**src/rtl/sr_pkg.sv**
```systemverilog
// Shared definitions for the SR flip-flop drive controller: op codes, FSM states
// and the rule mapping an op to the q value expected after the drive.
package sr_pkg;

  typedef enum logic [1:0] {
    OP_HOLD   = 2'b00,
    OP_RESET  = 2'b01,
    OP_SET    = 2'b10,
    OP_TOGGLE = 2'b11
  } op_e;

  typedef enum logic [1:0] {
    IDLE   = 2'd0,
    DRIVE  = 2'd1,
    SETTLE = 2'd2,
    CHECK  = 2'd3
  } state_e;

  localparam int OP_W = 2;

  function automatic logic expected_of(op_e op, logic q);
    case (op)
      OP_SET:    return 1'b1;
      OP_RESET:  return 1'b0;
      OP_TOGGLE: return ~q;
      default:   return q;
    endcase
  endfunction

endpackage

```
**src/rtl/sr_req_fifo.sv**
```systemverilog
// Synchronous request queue; pushes while full are ignored, push+pop in one cycle
// keeps the occupancy unchanged.
module sr_req_fifo #(
  parameter int DEPTH = 4,
  parameter int WIDTH = 2
) (
  input  logic                     clk,
  input  logic                     rst,
  input  logic                     push,
  input  logic [WIDTH-1:0]         din,
  input  logic                     pop,
  output logic [WIDTH-1:0]         dout,
  output logic                     full,
  output logic                     empty,
  output logic [$clog2(DEPTH):0]   level
);

  localparam int AW = $clog2(DEPTH);

  logic [WIDTH-1:0] mem_q [DEPTH];
  logic [AW-1:0]    wptr_q, rptr_q;
  logic [AW:0]      cnt_q;
  logic             do_push, do_pop;

  assign full    = (cnt_q == (AW+1)'(DEPTH));
  assign empty   = (cnt_q == '0);
  assign do_push = push && !full;
  assign do_pop  = pop && !empty;
  assign dout    = mem_q[rptr_q];
  assign level   = cnt_q;

  always_ff @(posedge clk) begin
    if (do_push) mem_q[wptr_q] <= din;
  end

  // Pointers wrap naturally because DEPTH is a power of two.
  always_ff @(posedge clk or negedge rst) begin
    if (!rst) begin
      wptr_q <= '0;
      rptr_q <= '0;
      cnt_q  <= '0;
    end else begin
      if (do_push) wptr_q <= wptr_q + AW'(1);
      if (do_pop)  rptr_q <= rptr_q + AW'(1);
      case ({do_push, do_pop})
        2'b10:   cnt_q <= cnt_q + (AW+1)'(1);
        2'b01:   cnt_q <= cnt_q - (AW+1)'(1);
        default: ;
      endcase
    end
  end

endmodule

```
**src/rtl/sr_drive_ctrl.sv**
```systemverilog
// Queued command driver for a downstream SR master-slave flip-flop: pulses s/r,
// waits for the flop to settle, then checks the fed-back q against the target.
module sr_drive_ctrl
  import sr_pkg::*;
#(
  parameter int FIFO_DEPTH = 4,
  parameter int PULSE_CYC  = 1,
  parameter int SETTLE_CYC = 2
) (
  input  logic                          clk,
  input  logic                          rst,
  input  logic                          req_valid,
  input  logic [1:0]                    req_op,
  output logic                          req_ready,
  output logic                          s,
  output logic                          r,
  input  logic                          q_in,
  output logic                          done,
  output logic                          err,
  output logic                          busy,
  output logic [$clog2(FIFO_DEPTH):0]   level
);

  localparam int CMAX = (PULSE_CYC > SETTLE_CYC) ? PULSE_CYC : SETTLE_CYC;
  localparam int CW   = $clog2(CMAX + 1);

  logic            fifo_full, fifo_empty, pop;
  logic [OP_W-1:0] fifo_dout;

  state_e          state_q;
  op_e             op_q;
  logic            exp_q;
  logic [CW-1:0]   cnt_q;
  logic            s_q, r_q, done_q, err_q;

  assign pop       = (state_q == IDLE) && !fifo_empty;
  assign req_ready = !fifo_full;
  assign busy      = (state_q != IDLE);
  assign s         = s_q;
  assign r         = r_q;
  assign done      = done_q;
  assign err       = err_q;

  sr_req_fifo #(.DEPTH(FIFO_DEPTH), .WIDTH(OP_W)) u_fifo (
    .clk   (clk),
    .rst   (rst),
    .push  (req_valid),
    .din   (req_op),
    .pop   (pop),
    .dout  (fifo_dout),
    .full  (fifo_full),
    .empty (fifo_empty),
    .level (level)
  );

  // s/r are only ever driven as complements of exp_q, so they can never overlap.
  always_ff @(posedge clk or negedge rst) begin
    if (!rst) begin
      state_q <= IDLE;
      op_q    <= OP_HOLD;
      exp_q   <= 1'b0;
      cnt_q   <= '0;
      s_q     <= 1'b0;
      r_q     <= 1'b0;
      done_q  <= 1'b0;
      err_q   <= 1'b0;
    end else begin
      done_q <= 1'b0;
      err_q  <= 1'b0;
      case (state_q)
        IDLE: begin
          if (!fifo_empty) begin
            op_q    <= op_e'(fifo_dout);
            exp_q   <= expected_of(op_e'(fifo_dout), q_in);
            cnt_q   <= CW'(PULSE_CYC);
            state_q <= DRIVE;
          end
        end
        DRIVE: begin
          if (cnt_q != '0 && op_q != OP_HOLD) begin
            s_q   <= exp_q;
            r_q   <= ~exp_q;
            cnt_q <= cnt_q - CW'(1);
          end else begin
            s_q     <= 1'b0;
            r_q     <= 1'b0;
            cnt_q   <= CW'(SETTLE_CYC - 1);
            state_q <= SETTLE;
          end
        end
        SETTLE: begin
          if (cnt_q != '0) begin
            cnt_q <= cnt_q - CW'(1);
          end else begin
            done_q  <= 1'b1;
            err_q   <= (q_in != exp_q);
            state_q <= CHECK;
          end
        end
        CHECK:   state_q <= IDLE;
        default: state_q <= IDLE;
      endcase
    end
  end

endmodule

```
**config.mk**
```make
export PLATFORM = sky130hd
export DESIGN_NAME = sr_drive_ctrl
export DESIGN_NICKNAME = d
export VERILOG_FILES = /design/src/rtl/sr_pkg.sv /design/src/rtl/sr_req_fifo.sv /design/src/rtl/sr_drive_ctrl.sv
export SDC_FILE = /design/constraint.sdc
export NUM_CORES = 1
export LEC_CHECK = 0
export ABC_AREA = 0
export CAP_MARGIN = 20
export CORE_ASPECT_RATIO = 0.6
export CORE_UTILIZATION = 45
export CTS_BUF_LIST = sky130_fd_sc_hd__clkbuf_4 sky130_fd_sc_hd__clkbuf_8
export DETAILED_ROUTE_END_ITERATION = 8
export HOLD_SLACK_MARGIN = 0.08
export PLACE_DENSITY = 0.66
export SLEW_MARGIN = 20
export SYNTH_ARGS = -nofsm -noshare
export SYNTH_HDL_FRONTEND = slang
export SYNTH_HIERARCHICAL = 1
export SYNTH_SLANG_ARGS = --single-unit
```
**constraint.sdc**
```tcl
create_clock -name clk -period 2.6 [get_ports clk]
set_input_delay 0.26 -clock clk [delete_from_list [all_inputs] [get_ports clk]]
set_output_delay 0.26 -clock clk [all_outputs]
set_load 0.02 [all_outputs]
```
==> metrics.md, run 1 <==
| Metric | Value |
|---|---|
| Complex-gate fraction of the synthesized area | `9.322%` |
| Crit share post-route | `92.27%` |
| Initial antenna violation count | `0` |
| Synth warn | `6` |
| Worst Hold Class | `input port to async pin` |
| Hold slack | `0.4448 ns` |
| Final Hold Fails | `0` |
| Global placer's final weighted congestion | `between 0.7 and 0.8` |
| Setup Crit Path Kind | `register to register` |
| Die area | `~3200 sq um` |
| Post-cts resize count | `0` |
| Clk Latency, worst-skew pair | `0.27 ns` |
| Clock sinks | `26` |
| Post-Syn Area | `between 1000 and 1500 sq um` |
| Final WS setup | `approximately 0.2 ns` |
| Share of cells above drive strength 1 | `between 10% and 20%` |
| Fillers | `219` |
| Final setup fails | `0` |
| Power Density | `roughly 1300 nW/um^2` |
| Num CTS Buffers | `3` |
| CP Data Arrival Time | `about 2.6 ns` |
| First-pass GRT wire length | `just under 4000 microns` |
| Maxcap violations | `0` |
| Post-Synth Simple-Gate Area | `under 10%` |
| Least-Margin Pin Slew | `~0.80 ns` |
| Critical path endpoint category | `register` |
| Post-synth EDFFs | `8` |
| Io pins | `15` |
| Post-synthesis adder-cell area fraction | `between 10% and 20%` |
| ANT nets after route | `0` |
| Post-synth ARST share | `~69%` |
| Largest net degree at the start of global routing | `19` |
| Cells after DPL | `about 160` |
| Max Clock Freq | `around 0.42 GHz` |
| Via count of the routed design | `803` |
| Minimum clock period | `between 2 and 2.5 ns` |
| Placeable Area | `2645 sq um` |
| Reg area | `690.7 sq um` |
| Drt wl/cell | `roughly 15 microns` |
| Layout area overhead | `19.96%` |
| 1st-iter DRT viols | `63` |
| Mux contribution to synthesized area | `under 10%` |
| DRC Markers | `0` |
| Synth Flop Type | `dfrtp_1` |
| Synth cell types | `33` |
| Util after Layout | `60.26%` |
| FF+latch count, synth | `26` |
| Setup WS pre-CTS | `about 0.24 ns` |
| Post-DP Area | `1523 sq um` |
| Slew Limit Fails | `0` |
| Clock slew at reported path FFs | `around 0.090 ns` |
| Root Driver | `clkbuf_8` |
| Hold buffers post-CTS | `0` |
| Row count | `14` |
| Die H | `~44 microns` |
| Worst rel slew slack | `a little under half` |
| Clk buf depth | `2` |
| Setup_tns | `0 ns` |
| I/O Buffers | `14` |
| Status | `complete, no violations` |
| Post-DP HPWL | `between 1500 and 2000 microns` |
| Seq/Total Area, Yosys | `about half` |
| Grt ovf | `0` |
| Final net count | `between 100 and 150` |
| CTS tree | `yes` |
| Post-Synthesis Cells | `103` |
| Area of the multi-input gates | `roughly 570 sq um` |
| R2r setup slk | `approximately 0.2 ns` |
| DRT Pass-1 Iters | `5` |
| Lkg Pwr | `between 0.7 and 0.8 nW` |
| Starting Density | `50.24%` |
| RSZ-0062 raised after global routing | `no` |
| XOR/XNOR Fraction of Synth Area | `between 4 and 5%` |
| Routed vias/inst | `4.988` |
| CP startpoint kind | `register` |
| Largest fanout on the critical path | `6` |
| Ant. Diodes | `0` |
| Syn_nets | `roughly 120` |
| Worst Skew | `0.005746 ns` |
| CP required | `roughly 2.8 ns` |
| Fin area | `about 1600 sq um` |
| Largest family of logic cells by synthesized area | `adder cells` |
| Post-CTS Setup Repair Bufs | `0` |
| Non-Filler Instances | `approximately 160` |
| Max VDD drop | `732.2 uV` |
| Avg Inst Size Synth | `12.90 sq um` |
| Htree depth | `1` |
| Vias in the first global route | `between 700 and 800` |
| Die W | `72.15 microns` |
| Power, Total | `approximately 2.1 mW` |
| Post-Route WL | `2454 microns` |
| GRT Overall Usage | `between 10% and 20%` |
==> final timing paths <==
check / cells after the start / from / end
setup reg to reg: 10 / state_q[0] / u_fifo/level[2]
setup / recovery: 10 / state_q[0] / u_fifo/level[2]
hold / removal: 1 / rst / err
min in group clk: 2 / cnt_q[1] / cnt_q[1]
hold reg to reg: 2 / cnt_q[1] / cnt_q[1]
max in group asynchronous: 1 / rst / state_q[1]
==> power by group <==
part / internal (mW) / switching, mW
sequential: 0.586 / 0.131
clock: 0.206 / 0.127
combinational: 0.517 / 0.558
total: 1.31 / 0.816
==> cell type report <==
| type | instances | share of cell area, % |
|---|---|---|
| flip-flops and latches | 26 | 43.33 |
| well taps | 40 | 3.140 |
| multi-input cells | 59 | 35.79 |
| repair buffers | 15 | 9.262 |
| inverters | 17 | 4.003 |
| clock buffers | 3 | 2.590 |
| clock inverters | 1 | 1.884 |
==> layout by cell type, fill, tap and decap left out, types with 2 or more instances in the layout <==
master           synthesis  routed
and2_2                   2       2
nor2_1                   4       4
clkbuf_8                 0       3
a21oi_1                  4       4
xor2_1                   3       3
mux2_2                   3       3
clkdlybuf4s50_1          0      14
and2_1                   2       2
mux2i_1                  3       3
mux4_2                   2       2
nand2_1                  3       3
edfxtp_1                 8       8
ha_1                    11      11
inv_1                   17      17
dfrtp_1                 18      18
xnor2_1                  4       4
==> sequential cells by signal (all words and copies together) (netlist names), 2 cells and up <==
name and count:
u_fifo/wptr_q 2, u_fifo/level 3, state_q 2, u_fifo/mem_q 8, cnt_q 2, op_q 2, u_fifo/rptr_q 2
==> kinds of logic after synthesis <==
kind of cell    after synthesis
simple gates                 16
buf+inv                      18
xor+xnor                      7
compound gates               15
flops                        26
fa+ha+maj                    12
mux                           9
==> critical path, cell delays in order (launching register included) <==
cell and delay [ns]:
dfrtp_1 0.43, inv_1 0.14, ha_1 0.26, and2b_1 0.25, o31a_2 0.21, ha_1 0.18, inv_1 0.06, fa_1 0.38
xor2_1 0.16, nor2_1 0.12, xor2_1 0.15
==> layer usage <==
layer  wire, microns  track usage [%]  part of all wire (%)
met5               0                0                     0
met4              15            3.529                  0.61
met3             112            4.784                   4.6
met2            1087            27.29                    44
met1            1238            24.93                    50
==> synthesized netlist by cell type, types with 2 or more instances <==
master,number,area share [%]
nor2_1,4,1.1
and2_1,2,0.94
edfxtp_1,8,18
dfrtp_1,18,34
nand2_1,3,0.85
mux4_2,2,3.4
and2_2,2,1.1
mux2i_1,3,2.3
a21oi_1,4,1.5
mux2_2,3,2.5
ha_1,11,10
inv_1,17,4.8
xor2_1,3,2.0
xnor2_1,4,2.6
No activity file was read; power rests on OpenSTA's default activity.
==> run 2, diff against run 1 <==
--- a/config.mk
+++ b/config.mk
@@ -11,9 +11,8 @@
 export CORE_UTILIZATION = 45
 export CTS_BUF_LIST = sky130_fd_sc_hd__clkbuf_4 sky130_fd_sc_hd__clkbuf_8
 export DETAILED_ROUTE_END_ITERATION = 8
+export DONT_BUFFER_PORTS = 1
 export HOLD_SLACK_MARGIN = 0.08
-export PLACE_DENSITY = 0.66
-export SLEW_MARGIN = 20
 export SYNTH_ARGS = -nofsm -noshare
 export SYNTH_HDL_FRONTEND = slang
 export SYNTH_HIERARCHICAL = 1
==> run 2 against run 1 <==
Net effect: routed wire length shrank 13%; cell area shrank 5.5%; via count shrank 4.4%; clock-buffer cell count is the same; critical path depth is the same; worst hold slack lost 0.30 ns.
==> metrics.md, run 2 (synthesis results as in run 1) <==
| Metric | Value |
|---|---|
| Final setup fails | `0 (unchanged)` |
| Crit-path cells | `inv_1 -> ha_1 -> and2b_1 -> o31a_2 -> ha_1 -> inv_1 -> fa_1 -> xor2_1 -> nor2_1 -> xor2_1 (unchanged)` |
| Crit share post-route | `93.32% (was 92.27%)` |
| Most frequent cells in the layout | `18 x dfrtp_1, 17 x inv_1, 11 x ha_1 (was 18 x dfrtp_1, 17 x inv_1, 14 x clkdlybuf4s50_1)` |
| Ant. Diodes | `0 (unchanged)` |
| Slew Limit Fails | `0 (unchanged)` |
| DRT Pass-1 Iters | `5 (unchanged)` |
| Top reg by flops | `u_fifo/mem_q (unchanged)` |
| Max reg flops | `8 (unchanged)` |
| CP max stage delay | `0.42 ns (was 0.43 ns)` |
| CP startpoint kind | `register (unchanged)` |
| Reg area | `690.7 sq um (unchanged)` |
| CTS tree | `yes (unchanged)` |
| Worst rel slew slack | `46.01% (was 46.45%)` |
| Post-DP HPWL | `1646 microns (was 1952 microns)` |
| Vias in the first global route | `774 (was 785)` |
| I/O Buffers | `0 (was 14)` |
| Max VDD drop | `684.9 uV (was 732.2 uV)` |
| Setup Crit Path Kind | `register to register (unchanged)` |
| Die area | `3181 sq um (unchanged)` |
| Placeable Area | `2645 sq um (unchanged)` |
| Most common cell after layout, fill and taps aside | `dfrtp_1 (unchanged)` |
| Die H | `44.09 microns (unchanged)` |
| Via count of the routed design | `768 (was 803)` |
| Setup_tns | `0 ns (unchanged)` |
| Routed vias/inst | `5.020 (was 4.988)` |
| Largest net degree at the start of global routing | `19 (unchanged)` |
| Least-Margin Pin Slew | `0.8072 ns (was 0.8007 ns)` |
| Clk Latency, worst-skew pair | `0.27 ns (about the same)` |
| Layout area overhead | `13.37% (was 19.96%)` |
| DRC Markers | `0 (unchanged)` |
| CP required | `2.79 ns (was 2.80 ns)` |
| Crit path max-delay cell type | `dfrtp_1 (unchanged)` |
| Status | `complete, no violations (unchanged)` |
| Minimum clock period | `2.426 ns (was 2.399 ns)` |
| Clock sinks | `26 (unchanged)` |
| Clock slew at reported path FFs | `0.09 ns (about the same)` |
| Clk buf depth | `2 (unchanged)` |
| 1st-iter DRT viols | `57 (was 63)` |
| Htree depth | `1 (unchanged)` |
| Post-Route WL | `2124 microns (was 2454 microns)` |
| ANT nets after route | `0 (unchanged)` |
| Root Driver | `clkbuf_8 (unchanged)` |
| Maxcap violations | `0 (unchanged)` |
| GRT Overall Usage | `16.07% (was 17.48%)` |
| Fillers | `224 (was 219)` |
| Largest fanout on the critical path | `6 (unchanged)` |
| Drt wl/cell | `13.88 microns (was 15.24 microns)` |
| Share of cells above drive strength 1 | `18.58% (was 14.88%)` |
| Row count | `14 (unchanged)` |
| Max Clock Freq | `0.4121 GHz (was 0.4168 GHz)` |
| Worst Skew | `0.007900 ns (was 0.005746 ns)` |
| Power Density | `1337 nW/um^2 (was 1333 nW/um^2)` |
| Starting Density | `50.24% (unchanged)` |
| RSZ-0062 raised after global routing | `no (unchanged)` |
| Num CTS Buffers | `3 (unchanged)` |
| CP Data Arrival Time | `2.62 ns (was 2.59 ns)` |
| Lkg Pwr | `0.6774 nW (was 0.7039 nW)` |
| Io pins | `15 (unchanged)` |
| Final Hold Fails | `0 (unchanged)` |
| Worst Hold Class | `input port to register (was input port to async pin)` |
| Critical path endpoint category | `register (unchanged)` |
| Post-cts resize count | `0 (unchanged)` |
| Global placer's final weighted congestion | `0.8040 (was 0.7138)` |
| Setup WS pre-CTS | `0.2008 ns (was 0.2408 ns)` |
| Grt ovf | `0 (unchanged)` |
| Final net count | `132 (was 140)` |
| First-pass GRT wire length | `3705 microns (was 3960 microns)` |
| Final WS setup | `0.1736 ns (was 0.2010 ns)` |
| Area of the multi-input gates | `570.5 sq um (unchanged)` |
| Die W | `72.15 microns (unchanged)` |
| Initial antenna violation count | `0 (unchanged)` |
## run 2: cell count changes in the layout (fill, tap and decap cells not counted)
| cell | before | now |
|---|---|---|
| clkdlybuf4s50_1 | 14 | 0 |
| buf_4 | 1 | 4 |
| dlygate4sd3_1 | 0 | 3 |
## run 2: layer usage
layer / global-route usage [%] / up-vias / wire length [microns] / part of all wire (%)
li1: - / 375 / - / -
met1: 22.75 / 370 / 1103 / 52
met2: 23.55 / 21 / 857 / 40
met3: 5.695 / 2 / 141 / 6.6
met4: 4.706 / 0 / 22 / 1.0
met5: 0 / - / 0 / 0
## run 2: report_power, final
group          internal (mW)  total (mW)  switching [mW]  leakage, nW
combinational          0.441       0.964           0.523        0.351
sequential             0.586       0.719           0.133        0.291
clock                  0.206       0.330           0.124       0.0357
total                   1.23        2.01           0.781        0.677
## run 2: worst max-delay path: cells and delay by family, from the launching register on
kind / cells / cell delay [ns]
buffers and inverters: 2 / 0.18
AOI/OAI and AO/OA: 1 / 0.23
adders and majority gates: 3 / 0.82
xor gates and xnor gates: 2 / 0.31
DFF: 1 / 0.42
and+or+nand+nor: 2 / 0.39
## run 2: worst paths after layout
kind	start	slack, ns	depth (start not counted)	endpoint
max in group asynchronous	rst	1.58	1	u_fifo/level[2]
hold reg to reg	cnt_q[1]	0.49	2	cnt_q[1]
setup / recovery	state_q[0]	0.17	10	u_fifo/level[2]
min in group asynchronous	rst	0.51	1	u_fifo/rptr_q[1]
hold / removal	q_in	0.14	2	err
setup reg to reg	state_q[0]	0.17	10	u_fifo/level[2]
## run 2: timing repair
action | in CTS | in global routing
hold buffers | 3 | 0
setup buffers | 0 | 0
endpoints found under the hold margin | 26 | 0
## run 2: layout make-up
type	instances	area share, %
Clock inverter	1	1.993
Multi-Input combinational cell	59	37.87
Inverter	17	4.236
Sequential cell	26	45.85
Clock buffer	3	2.741
Timing Repair Buffer	7	3.987
Tap cell	40	3.322
## run 2: through the flow
stage / hold slack, ns / cell area (sq um) / utilization [%] / instances / power [mW]
after floorplan: -0.03559 / 1329 / - / 103 / 1.453
after global placement: -0.03508 / 1405 / 53.12 / 146 / 1.651
after detailed placement: -0.03502 / 1405 / 53.12 / 146 / 1.680
after CTS: 0.1367 / 1506 / 56.95 / 153 / 2.029
after global routing: 0.1374 / 1506 / 56.95 / 153 / 2.176
final: 0.1415 / 1506 / 56.95 / 153 / 2.014
==> run 3, diff against run 2 <==
--- a/config.mk
+++ b/config.mk
@@ -5,7 +5,7 @@
 export SDC_FILE = /design/constraint.sdc
 export NUM_CORES = 1
 export LEC_CHECK = 0
-export ABC_AREA = 0
+export ABC_AREA = 1
 export CAP_MARGIN = 20
 export CORE_ASPECT_RATIO = 0.6
 export CORE_UTILIZATION = 45
==> run 3 against run 2 <==
Net effect: sequential power increased by 4.0%; sequential cell count did not move; via count increased by 26%; clock power grew 3%; clock skew down 0.0045 ns; final cell count rose by 36%; clock-buffer cell count stayed put; setup slack gained 0.18 ns; synthesized cell count rose by 54%; routed wire length rose by 20%; first-iteration DRC count decreased by 44%; critical path type unchanged; highest routed layer unchanged.
==> metrics.md, run 3 <==
| Metric | Value |
|---|---|
| Complex-gate fraction of the synthesized area | `6.860% (was 9.322%)` |
| Initial antenna violation count | `0 (unchanged)` |
| CP required | `2.78 ns (was 2.79 ns)` |
| DRT Pass-1 Iters | `4 (was 5)` |
| Status | `complete, no violations (unchanged)` |
| Max Clock Freq | `0.4443 GHz (was 0.4121 GHz)` |
| Post-synth EDFFs | `8 (unchanged)` |
| Post-synthesis adder-cell area fraction | `11.08% (was 11.86%)` |
| Area share of the largest cell type after synthesis | `31.66% (was 33.90%)` |
| Maxcap violations | `0 (unchanged)` |
| Most frequent cells in the layout | `37 x nand2_1, 34 x inv_1, 18 x dfrtp_1 (was 18 x dfrtp_1, 17 x inv_1, 11 x ha_1)` |
| Clock sinks | `26 (unchanged)` |
| Critical path endpoint category | `register (unchanged)` |
| Clock slew at reported path FFs | `0.10 ns (was 0.09 ns)` |
| Minimum clock period | `2.251 ns (was 2.426 ns)` |
| Least-Margin Pin Slew | `0.8304 ns (was 0.8072 ns)` |
| Setup Crit Path Kind | `register to register (unchanged)` |
| Setup WS pre-CTS | `0.3690 ns (was 0.2008 ns)` |
| Critical Path Most Common Cell | `inv_1` |
| Mux contribution to synthesized area | `0% (was 9.322%)` |
| Clk buf depth | `2 (unchanged)` |
| Layout area overhead | `10.82% (was 13.37%)` |
| Most common cell in the netlist | `nand2_1 (was dfrtp_1)` |
| CP Data Arrival Time | `2.43 ns (was 2.62 ns)` |
| FF+latch count, synth | `26 (unchanged)` |
| Die H | `45.55 microns (was 44.09 microns)` |
| CTS tree | `yes (unchanged)` |
| CP max stage delay | `0.44 ns (was 0.42 ns)` |
| Final Hold Fails | `0 (unchanged)` |
| Synth cell types | `24 (was 33)` |
| Die W | `74.59 microns (was 72.15 microns)` |
| Slew Limit Fails | `0 (unchanged)` |
| Placeable Area | `2928 sq um (was 2645 sq um)` |
| Post-Route WL | `2541 microns (was 2124 microns)` |
| I/O Buffers | `0 (unchanged)` |
| Post-synth top cells | `37 x nand2_1, 34 x inv_1, 18 x dfrtp_1 (was 18 x dfrtp_1, 17 x inv_1, 11 x ha_1)` |
| Synth warn | `6 (unchanged)` |
| XOR/XNOR Fraction of Synth Area | `0.6157% (was 4.614%)` |
| Num CTS Buffers | `3 (unchanged)` |
| Post-DP HPWL | `1964 microns (was 1646 microns)` |
| Final net count | `185 (was 132)` |
| Routed vias/inst | `4.659 (was 5.020)` |
| Post-cts resize count | `0 (unchanged)` |
| RSZ-0062 raised after global routing | `no (unchanged)` |
| Post-Syn Area | `1423 sq um (was 1329 sq um)` |
| Worst Skew | `0.003408 ns (was 0.007900 ns)` |
| Most common cell after layout, fill and taps aside | `nand2_1 (was dfrtp_1)` |
| Crit path max-delay cell type | `dfrtp_1 (unchanged)` |
| Yosys top cell by area | `dfrtp_1 (unchanged)` |
| Avg Inst Size Synth | `8.947 sq um (was 12.90 sq um)` |
| CP startpoint kind | `register (unchanged)` |
| Largest fanout on the critical path | `9 (was 6)` |
| Share of cells above drive strength 1 | `15.06% (was 18.58%)` |
| Setup_tns | `0 ns (unchanged)` |
| Starting Density | `48.59% (was 50.24%)` |
| Vias in the first global route | `925 (was 774)` |
| Row count | `15 (was 14)` |
| DRC Markers | `0 (unchanged)` |
| Fillers | `264 (was 224)` |
| Root Driver | `clkbuf_8 (unchanged)` |
| Io pins | `15 (unchanged)` |
| Die area | `3397 sq um (was 3181 sq um)` |
| ANT nets after route | `0 (unchanged)` |
| Synth top area cells | `dfrtp_1 32%, edfxtp_1 17%, nand2_1 9.8% (was dfrtp_1 34%, edfxtp_1 18%, ha_1 10%)` |
| Post-Synth Simple-Gate Area | `22.08% (was 7.815%)` |
| Crit-path cells | `inv_1 -> ha_1 -> inv_1 -> nor2_4 -> nand2_2 -> inv_1 -> ha_1 -> inv_1 -> fa_1 -> nand2_1 -> nand3_1 -> nand2_1 -> nand2_1 (was inv_1 -> ha_1 -> and2b_1 -> o31a_2 -> ha_1 -> inv_1 -> fa_1 -> xor2_1 -> nor2_1 -> xor2_1)` |
| Power Density | `1299 nW/um^2 (was 1337 nW/um^2)` |
| Clk Latency, worst-skew pair | `0.27 ns (about the same)` |
| Drt wl/cell | `12.22 microns (was 13.88 microns)` |
| Synth Flop Type | `dfrtp_1 (unchanged)` |
| Seq/Total Area, Yosys | `48.55% (was 51.98%)` |
| Ant. Diodes | `0 (unchanged)` |
| Htree depth | `1 (unchanged)` |
| First-pass GRT wire length | `4057 microns (was 3705 microns)` |
| Max VDD drop | `524.7 uV (was 684.9 uV)` |
| Top reg by flops | `u_fifo/mem_q (unchanged)` |
| Final WS setup | `0.3493 ns (was 0.1736 ns)` |
| Syn_nets | `177 (was 121)` |
| Largest family of logic cells by synthesized area | `simple AND/OR/NAND/NOR gates (was adder cells)` |
| Lkg Pwr | `0.8180 nW (was 0.6774 nW)` |
| Post-synth ARST share | `69.23% (unchanged)` |
| Global placer's final weighted congestion | `0.7221 (was 0.8040)` |
| Crit share post-route | `86.56% (was 93.32%)` |
| Via count of the routed design | `969 (was 768)` |
| Grt ovf | `0 (unchanged)` |
| Post-Synthesis Cells | `159 (was 103)` |
| 1st-iter DRT viols | `32 (was 57)` |
| Worst rel slew slack | `44.46% (was 46.01%)` |
| Worst Hold Class | `input port to register (unchanged)` |
| Final setup fails | `0 (unchanged)` |
| Max reg flops | `8 (unchanged)` |
| Largest net degree at the start of global routing | `19 (unchanged)` |
| GRT Overall Usage | `16.93% (was 16.07%)` |
## run 3: logic make-up (layout without fill, tap and decap cells)
kind of cell / after synthesis / count (layout)
XOR/XNOR: 1 / 1
AO/OA/AOI/OAI: 15 / 15
buffers and inverters: 41 / 48
AND/OR/NAND/NOR: 64 / 64
flip-flops: 26 / 26
adder cells (fa/ha/maj): 12 / 12
## run 3: path summary, 6_finish.rpt
check | slack (ns) | cells past startpoint | start | to
max | 0.35 | 13 | state_q[0] | u_fifo/level[2]
min | 0.11 | 2 | q_in | err
max reg2reg | 0.35 | 13 | state_q[0] | u_fifo/level[2]
min reg2reg | 0.47 | 1 | exp_q | r
max in group asynchronous | 1.56 | 1 | rst | exp_q
min in group asynchronous | 0.52 | 1 | rst | state_q[0]
## run 3: cell type report
| cell class | instances | area, sq um | share of cell area, % |
|---|---|---|---|
| Clock buffer | 3 | 41.29 | 2.619 |
| Clock inverter | 1 | 30.03 | 1.905 |
| Inverter | 41 | 153.9 | 9.762 |
| Multi-Input combinational cell | 92 | 578.1 | 36.67 |
| Sequential cell | 26 | 690.7 | 43.81 |
| Tap cell | 42 | 52.55 | 3.333 |
| Timing Repair Buffer | 3 | 30.03 | 1.905 |
## run 3: stage by stage
step | area (sq um) | total power, mW | std cells | hold slack [ns] | utilization, %
after floorplan | 1423 | 1.512 | 159 | -0.03559 | -
after global placement | 1475 | 1.666 | 201 | -0.03525 | 50.38
after detailed placement | 1475 | 1.708 | 201 | -0.03526 | 50.38
after CTS | 1577 | 2.065 | 208 | 0.1085 | 53.85
after global routing | 1577 | 2.239 | 208 | 0.1119 | 53.85
final | 1577 | 2.048 | 208 | 0.1145 | 53.85
## run 3: repair_timing
action	4_1_cts	5_1_grt
endpoints found under the hold margin	26	0
hold buffers	3	0
setup buffers	0	0
## run 3: power breakdown
group | total [mW] | leakage (nW) | switching, mW | internal, mW
sequential | 0.748 | 0.297 | 0.165 | 0.583
combinational | 0.960 | 0.485 | 0.617 | 0.343
clock | 0.340 | 0.0357 | 0.134 | 0.206
## run 3: critical path, delay by kind of cell (launching register included)
family | cells | cell delay [ns]
simple gates | 6 | 0.59
buf+inv | 4 | 0.39
fa+ha+maj | 3 | 0.73
flops | 1 | 0.44
## run 3: per-layer routing
| layer | vias to the layer above | routed length [microns] | GRT usage (%) |
|---|---|---|---|
| met5 | - | 0 | 0 |
| li1 | 501 | - | - |
| met4 | 0 | 12 | 3.396 |
| met1 | 445 | 1331 | 23.70 |
| met3 | 2 | 163 | 6.637 |
| met2 | 21 | 1034 | 25.05 |
